File: config.mk
export PLATFORM = sky130hd
export DESIGN_NAME = pc_seq
export DESIGN_NICKNAME = d
export VERILOG_FILES = /design/src/rtl/pc_seq.sv
export SDC_FILE = /design/constraint.sdc
export NUM_CORES = 1
export LEC_CHECK = 0
export BUFFER_PORTS_ARGS = -buffer_cell sky130_fd_sc_hd__buf_2
export CORE_UTILIZATION = 45
export DETAILED_ROUTE_END_ITERATION = 6
export PLACE_DENSITY_LB_ADDON = 0.15
export SYNTH_ARGS = -nofsm -noshare
export SYNTH_HDL_FRONTEND = slang
export SYNTH_SLANG_ARGS = --single-unit
File: constraint.sdc
create_clock -name clk -period 4.4 [get_ports clk]
set_clock_uncertainty 0.15 [all_clocks]
set_input_delay 0.88 -clock clk [delete_from_list [all_inputs] [get_ports clk]]
set_output_delay 0.88 -clock clk [all_outputs]
set_load 0.02 [all_outputs]
File: src/rtl/pc_seq.sv
// Registered program-counter sequencer: condition evaluation, PC-relative and
// register branch targets, stall/halt handling and a circular return-address stack.
module pc_seq #(
    parameter int              WIDTH     = 16,
    parameter int              OFF_W     = 9,
    parameter int              RAS_DEPTH = 4,
    parameter logic [WIDTH-1:0] RESET_PC = '0
) (
    input  logic                           clk,
    input  logic                           rst,
    input  logic                           valid,
    input  logic                           stall,
    input  logic [3:0]                     opcode,
    input  logic [2:0]                     cond,
    input  logic [OFF_W-1:0]               imm,
    input  logic [WIDTH-1:0]               reg_target,
    input  logic [2:0]                     flags,
    input  logic                           link,
    input  logic                           ret,
    output logic [WIDTH-1:0]               pc,
    output logic                           taken,
    output logic                           halted,
    output logic [$clog2(RAS_DEPTH):0]     ras_count,
    output logic                           ras_err
);

    localparam int PTR_W = $clog2(RAS_DEPTH);
    localparam int CNT_W = PTR_W + 1;

    localparam logic [3:0] OP_B   = 4'b1100;
    localparam logic [3:0] OP_BR  = 4'b1101;
    localparam logic [3:0] OP_HLT = 4'b1111;

    logic [WIDTH-1:0] pc_q, pc_d;
    logic             taken_q, taken_d;
    logic             halted_q, halted_d;
    logic [CNT_W-1:0] ras_cnt_q, ras_cnt_d;
    logic [PTR_W-1:0] ras_ptr_q, ras_ptr_d;
    logic             ras_err_q, ras_err_d;
    logic [WIDTH-1:0] ras_mem_q [RAS_DEPTH];

    logic             ras_we;
    logic [PTR_W-1:0] ras_waddr;
    logic [WIDTH-1:0] ras_wdata;

    logic             flag_z, flag_v, flag_n;
    logic             cond_true;
    logic             is_b, is_br, is_hlt, en;
    logic             ras_empty, ras_full, do_pop, do_push;
    logic [WIDTH-1:0] seq, imm_sext, ras_top, b_target, br_target, target;

    // Condition decode and branch target selection; ras_ptr_q names the next free slot.
    always_comb begin
        flag_z = flags[2];
        flag_v = flags[1];
        flag_n = flags[0];
        unique case (cond)
            3'b000:  cond_true = ~flag_z;
            3'b001:  cond_true = flag_z;
            3'b010:  cond_true = ~(flag_z | flag_n);
            3'b011:  cond_true = flag_n;
            3'b100:  cond_true = ~flag_n;
            3'b101:  cond_true = flag_z | flag_n;
            3'b110:  cond_true = flag_v;
            default: cond_true = 1'b1;
        endcase

        is_b   = (opcode == OP_B);
        is_br  = (opcode == OP_BR);
        is_hlt = (opcode == OP_HLT);
        en     = valid & (is_b | is_br) & cond_true;

        seq       = pc_q + WIDTH'(2);
        imm_sext  = WIDTH'(signed'(imm));
        b_target  = seq + (imm_sext << 1);
        ras_empty = (ras_cnt_q == '0);
        ras_full  = (ras_cnt_q == CNT_W'(RAS_DEPTH));
        ras_top   = ras_mem_q[ras_ptr_q - PTR_W'(1)];
        br_target = (ret && !ras_empty) ? ras_top : reg_target;
        target    = is_b ? b_target : br_target;
        do_pop    = is_br & ret;
        do_push   = link;
    end

    // Next-state selection in priority order: halted, stall, halt request, branch, sequential.
    always_comb begin
        pc_d      = pc_q;
        taken_d   = taken_q;
        halted_d  = halted_q;
        ras_cnt_d = ras_cnt_q;
        ras_ptr_d = ras_ptr_q;
        ras_err_d = ras_err_q;
        ras_we    = 1'b0;
        ras_waddr = ras_ptr_q;
        ras_wdata = seq;

        if (!halted_q) begin
            if (stall) begin
                taken_d = 1'b0;
            end else if (valid && is_hlt) begin
                halted_d = 1'b1;
                taken_d  = 1'b0;
            end else if (en) begin
                pc_d    = target;
                taken_d = 1'b1;
                if (do_pop && do_push) begin
                    ras_we = 1'b1;
                    if (ras_empty) begin
                        ras_err_d = 1'b1;
                        ras_ptr_d = ras_ptr_q + PTR_W'(1);
                        ras_cnt_d = CNT_W'(1);
                    end else begin
                        ras_waddr = ras_ptr_q - PTR_W'(1);
                    end
                end else if (do_pop) begin
                    if (ras_empty) begin
                        ras_err_d = 1'b1;
                    end else begin
                        ras_ptr_d = ras_ptr_q - PTR_W'(1);
                        ras_cnt_d = ras_cnt_q - CNT_W'(1);
                    end
                end else if (do_push) begin
                    // A push onto a full stack lands on the oldest slot, which is the free-slot pointer.
                    ras_we    = 1'b1;
                    ras_ptr_d = ras_ptr_q + PTR_W'(1);
                    if (ras_full) begin
                        ras_err_d = 1'b1;
                    end else begin
                        ras_cnt_d = ras_cnt_q + CNT_W'(1);
                    end
                end
            end else begin
                pc_d    = seq;
                taken_d = 1'b0;
            end
        end
    end

    always_ff @(posedge clk) begin
        if (rst) begin
            pc_q      <= RESET_PC;
            taken_q   <= 1'b0;
            halted_q  <= 1'b0;
            ras_cnt_q <= '0;
            ras_ptr_q <= '0;
            ras_err_q <= 1'b0;
        end else begin
            pc_q      <= pc_d;
            taken_q   <= taken_d;
            halted_q  <= halted_d;
            ras_cnt_q <= ras_cnt_d;
            ras_ptr_q <= ras_ptr_d;
            ras_err_q <= ras_err_d;
        end
    end

    // Stack entries survive reset; only the count and pointer are cleared.
    always_ff @(posedge clk) begin
        if (ras_we && !rst) begin
            ras_mem_q[ras_waddr] <= ras_wdata;
        end
    end

    assign pc        = pc_q;
    assign taken     = taken_q;
    assign halted    = halted_q;
    assign ras_count = ras_cnt_q;
    assign ras_err   = ras_err_q;

endmodule

==> flow_metrics.env <==
export IMPL_insertion_delay_ps=360
export IMPL_worstMarginPinSlew_ps=922
export IMPL_status="complete, no violations"
export IMPL_diodes=0
export IMPL_core_mm2=0.0105
export IMPL_synth_ff_type="edfxtp_1"
export IMPL_drt_wl_total_um=12000
export IMPL_via_per_inst=5.89
export IMPL_cp_cell_sequence="ha_1 -> nand3_2 -> nor2_1 -> and3_1 -> xnor2_1 -> ha_1 -> and4_1 -> a221oi_1 -> o211ai_1 -> nor3_1 -> and4b_1 -> o21ai_1 -> a21oi_1"
export IMPL_peakVddDrop_mv=0.134
export IMPL_ys_warn_count=0
export IMPL_synth_cells=433
export IMPL_cts_hold_buf=0
export IMPL_critical_path_class="reg2reg"
export IMPL_fin_tns_setup_ps=0
export IMPL_routedWlPerCell_um=18.8
export IMPL_synthAdderAreaFrac=0.0537
export IMPL_ctsResizeCount=0
export IMPL_numCtsBuffers=9
export IMPL_p_clk_frac=0.312
export IMPL_firstDrtPassIters=4
export IMPL_mostFrequentLayoutCell="edfxtp_1"
export IMPL_die_x_um=107
export IMPL_finish_utilization=0.534
export IMPL_synth_simple_area_share=0.140
export IMPL_max_clock_path_buffers=2
export IMPL_yosys_area_share_xor_xnor=0.0494
export IMPL_grtUsageTotal=0.223
export IMPL_slowest_delay_ps=490
export IMPL_htreeDepth=3
export IMPL_globalplace_congestion=0.840
export IMPL_p_switching_uw=412
export IMPL_vias=3751
export IMPL_fin_crit_ps=3620
export IMPL_nNetsFinal=557
export IMPL_cts_tree="built"
export IMPL_crit_family="simple AND/OR/NAND/NOR gates"
export IMPL_ys_seq_elements=88
export IMPL_hold_violations=0
export IMPL_hpwlAfterDp_um=8490
export IMPL_power_frac_comb=0.118
export IMPL_p_int_uw=1170
export IMPL_synth_nets=494
export IMPL_power_frac_seq=0.571
export IMPL_drt_initial_drc_count=166
export IMPL_post_place_cells=621
export IMPL_ant_nets=0
export IMPL_startpoint_type="flop"
export IMPL_syn_cell_area_mm2=0.00494
export IMPL_drive_above_1_share=0.232
export IMPL_endpoint_kind="flop"
export IMPL_overflow=0
export IMPL_synth_edff_count=64
export IMPL_cts_setup_buffers=0
export IMPL_cts_root_buffer="clkbuf_8"
export IMPL_num_rows=37
export IMPL_initial_utilization=0.472
export IMPL_clock_fmax_mhz=276
export IMPL_design_die_area_mm2=0.0114
export IMPL_synth_area_mux_share=0.107
export IMPL_fin_cells=637
export IMPL_syn_avg_cell_area_um2=11.4
export IMPL_grt_pass1_wl_um=19100
export IMPL_numPortBuffers=62
export IMPL_cts_num_sinks=88
export IMPL_worstPathMaxFanout=8
export IMPL_crit_required_ps=4460
export IMPL_relSlewSlack=0.385
export IMPL_synth_compound_area_share=0.134
export IMPL_cap_viol_max_count=0
export IMPL_syn2layout_area_growth_pct=13.1
export IMPL_slowest_stage="dfxtp_1"
export IMPL_final_cell_mix="edfxtp_1, buf_2, a21oi_1"
export IMPL_synth_top_family_by_area="simple AND/OR/NAND/NOR gates"
export IMPL_rsz0062_at_grt="no"
export IMPL_clkTransAtPathRegs_ps=90
export IMPL_setup_violations=0
export IMPL_synth_cell_type_count=60
export IMPL_crit_arrival_ps=3680
export IMPL_fin_crit_sh=0.823
export IMPL_drv_slew=0
export IMPL_fp_dieH_um=107
export IMPL_cpMostUsedCell="ha_1"
export IMPL_netSwitchingFraction=0.260
export IMPL_drc_errors=0
export IMPL_seq_area_frac_synth=0.486
export IMPL_antenna_found_initial=1
export IMPL_p_leak_uw=0.00220
export IMPL_grt_max_degree=31
export IMPL_ios=63
export IMPL_cp_num_buf_inv=0
export IMPL_async_flop_share=0
export IMPL_p_total_uw=1580
export IMPL_grt_pass1_vias=3710
export IMPL_power_per_cell_area_mw_per_mm2=284
export IMPL_worstHoldPathType="reg2reg"
[path summary, 6_finish.rpt]
path | start | slack [ps] | depth (start not counted) | end
max | pc[1] | 780 | 13 | pc[12]
min | taken | 320 | 2 | taken
max reg2reg | pc[1] | 780 | 13 | pc[12]
min reg2reg | taken | 320 | 2 | taken
[metrics by stage]
step / setup WS, ps / hold slack (ps) / cell area (um^2)
6_report: 780 / 323 / 5580
5_1_grt: 511 / 361 / 5580
4_1_cts: 771 / 322 / 5580
3_5_place_dp: 810 / 303 / 5420
3_3_place_gp: 850 / 310 / 5420
2_1_floorplan: 1010 / 334 / 4940
[cells in the mapped netlist (all sizes together), types with 3 or more instances]
cell type	number	area (um^2)
a21o	5	37.5
a21oi	35	179
nand3	15	80.1
nor3	16	96.4
ha	18	225
buf	13	68.8
nor2b	7	43.8
nor3b	3	22.5
and4	3	26.3
nand4	3	25.0
or3	8	50.1
nand2b	4	25.0
mux2i	17	170
o21ai	25	125
xor2	9	86.3
nor2	28	105
a211oi	8	60.1
clkbuf	9	33.8
dfxtp	24	480
o211ai	7	52.6
edfxtp	64	1920
a31oi	3	18.8
mux4	16	360
a311oi	4	35.0
nand2	24	97.6
o21a	3	22.5
and3	6	38.8
xnor2	18	158
o22ai	3	18.8
inv	11	41.3
[metal layers]
layer	track usage	vias to the layer above	share of wire
met2	0.364	98	0.47
met5	0	-	0.00083
met3	0.0340	18	0.040
met1	0.304	1853	0.47
li1	-	1780	-
met4	0.0714	2	0.015
[power groups by stage]
stage | combinational [uW] | clock (uW) | sequential [uW]
after global routing | 208 | 538 | 906
after detailed placement | 185 | 0 | 924
final | 186 | 494 | 905
after floorplan | 118 | 0 | 927
after global placement | 182 | 0 | 924
after CTS | 186 | 505 | 905
[sequential cells by signal, summed over array words and instances, names as in the netlist]
signal and count:
ras_err 1, taken 1, halted 1, pc 16, ras_mem_q 64, ras_ptr_q 2, ras_count 3
[cells by family (layout without fill, tap and decap cells)]
group / after synthesis / in the layout
DFF: 88 / 88
adders and majority gates: 20 / 20
xor gates and xnor gates: 27 / 27
muxes: 33 / 33
AOI/OAI and AO/OA: 105 / 105
and+or+nand+nor: 127 / 127
buffers and inverters: 33 / 101
[final cells by class]
type / instances / area [um^2]
fillers: 980 / 4880
multi-input cells: 312 / 2400
flip-flops and latches: 88 / 2400
repair buffers: 74 / 400
well taps: 136 / 170
clock buffers: 11 / 131
inverters: 11 / 41.3
clock inverters: 5 / 33.8
[worst reg2reg max path: stages, from the launching register on]
cell and delay, ps:
dfxtp_1 490, ha_1 300, nand3_2 130, nor2_1 270, and3_1 250, xnor2_1 260, ha_1 350, and4_1 180
a221oi_1 260, o211ai_1 240, nor3_1 180, and4b_1 210, o21ai_1 130, a21oi_1 80
Power figures use the tool's default switching activity.
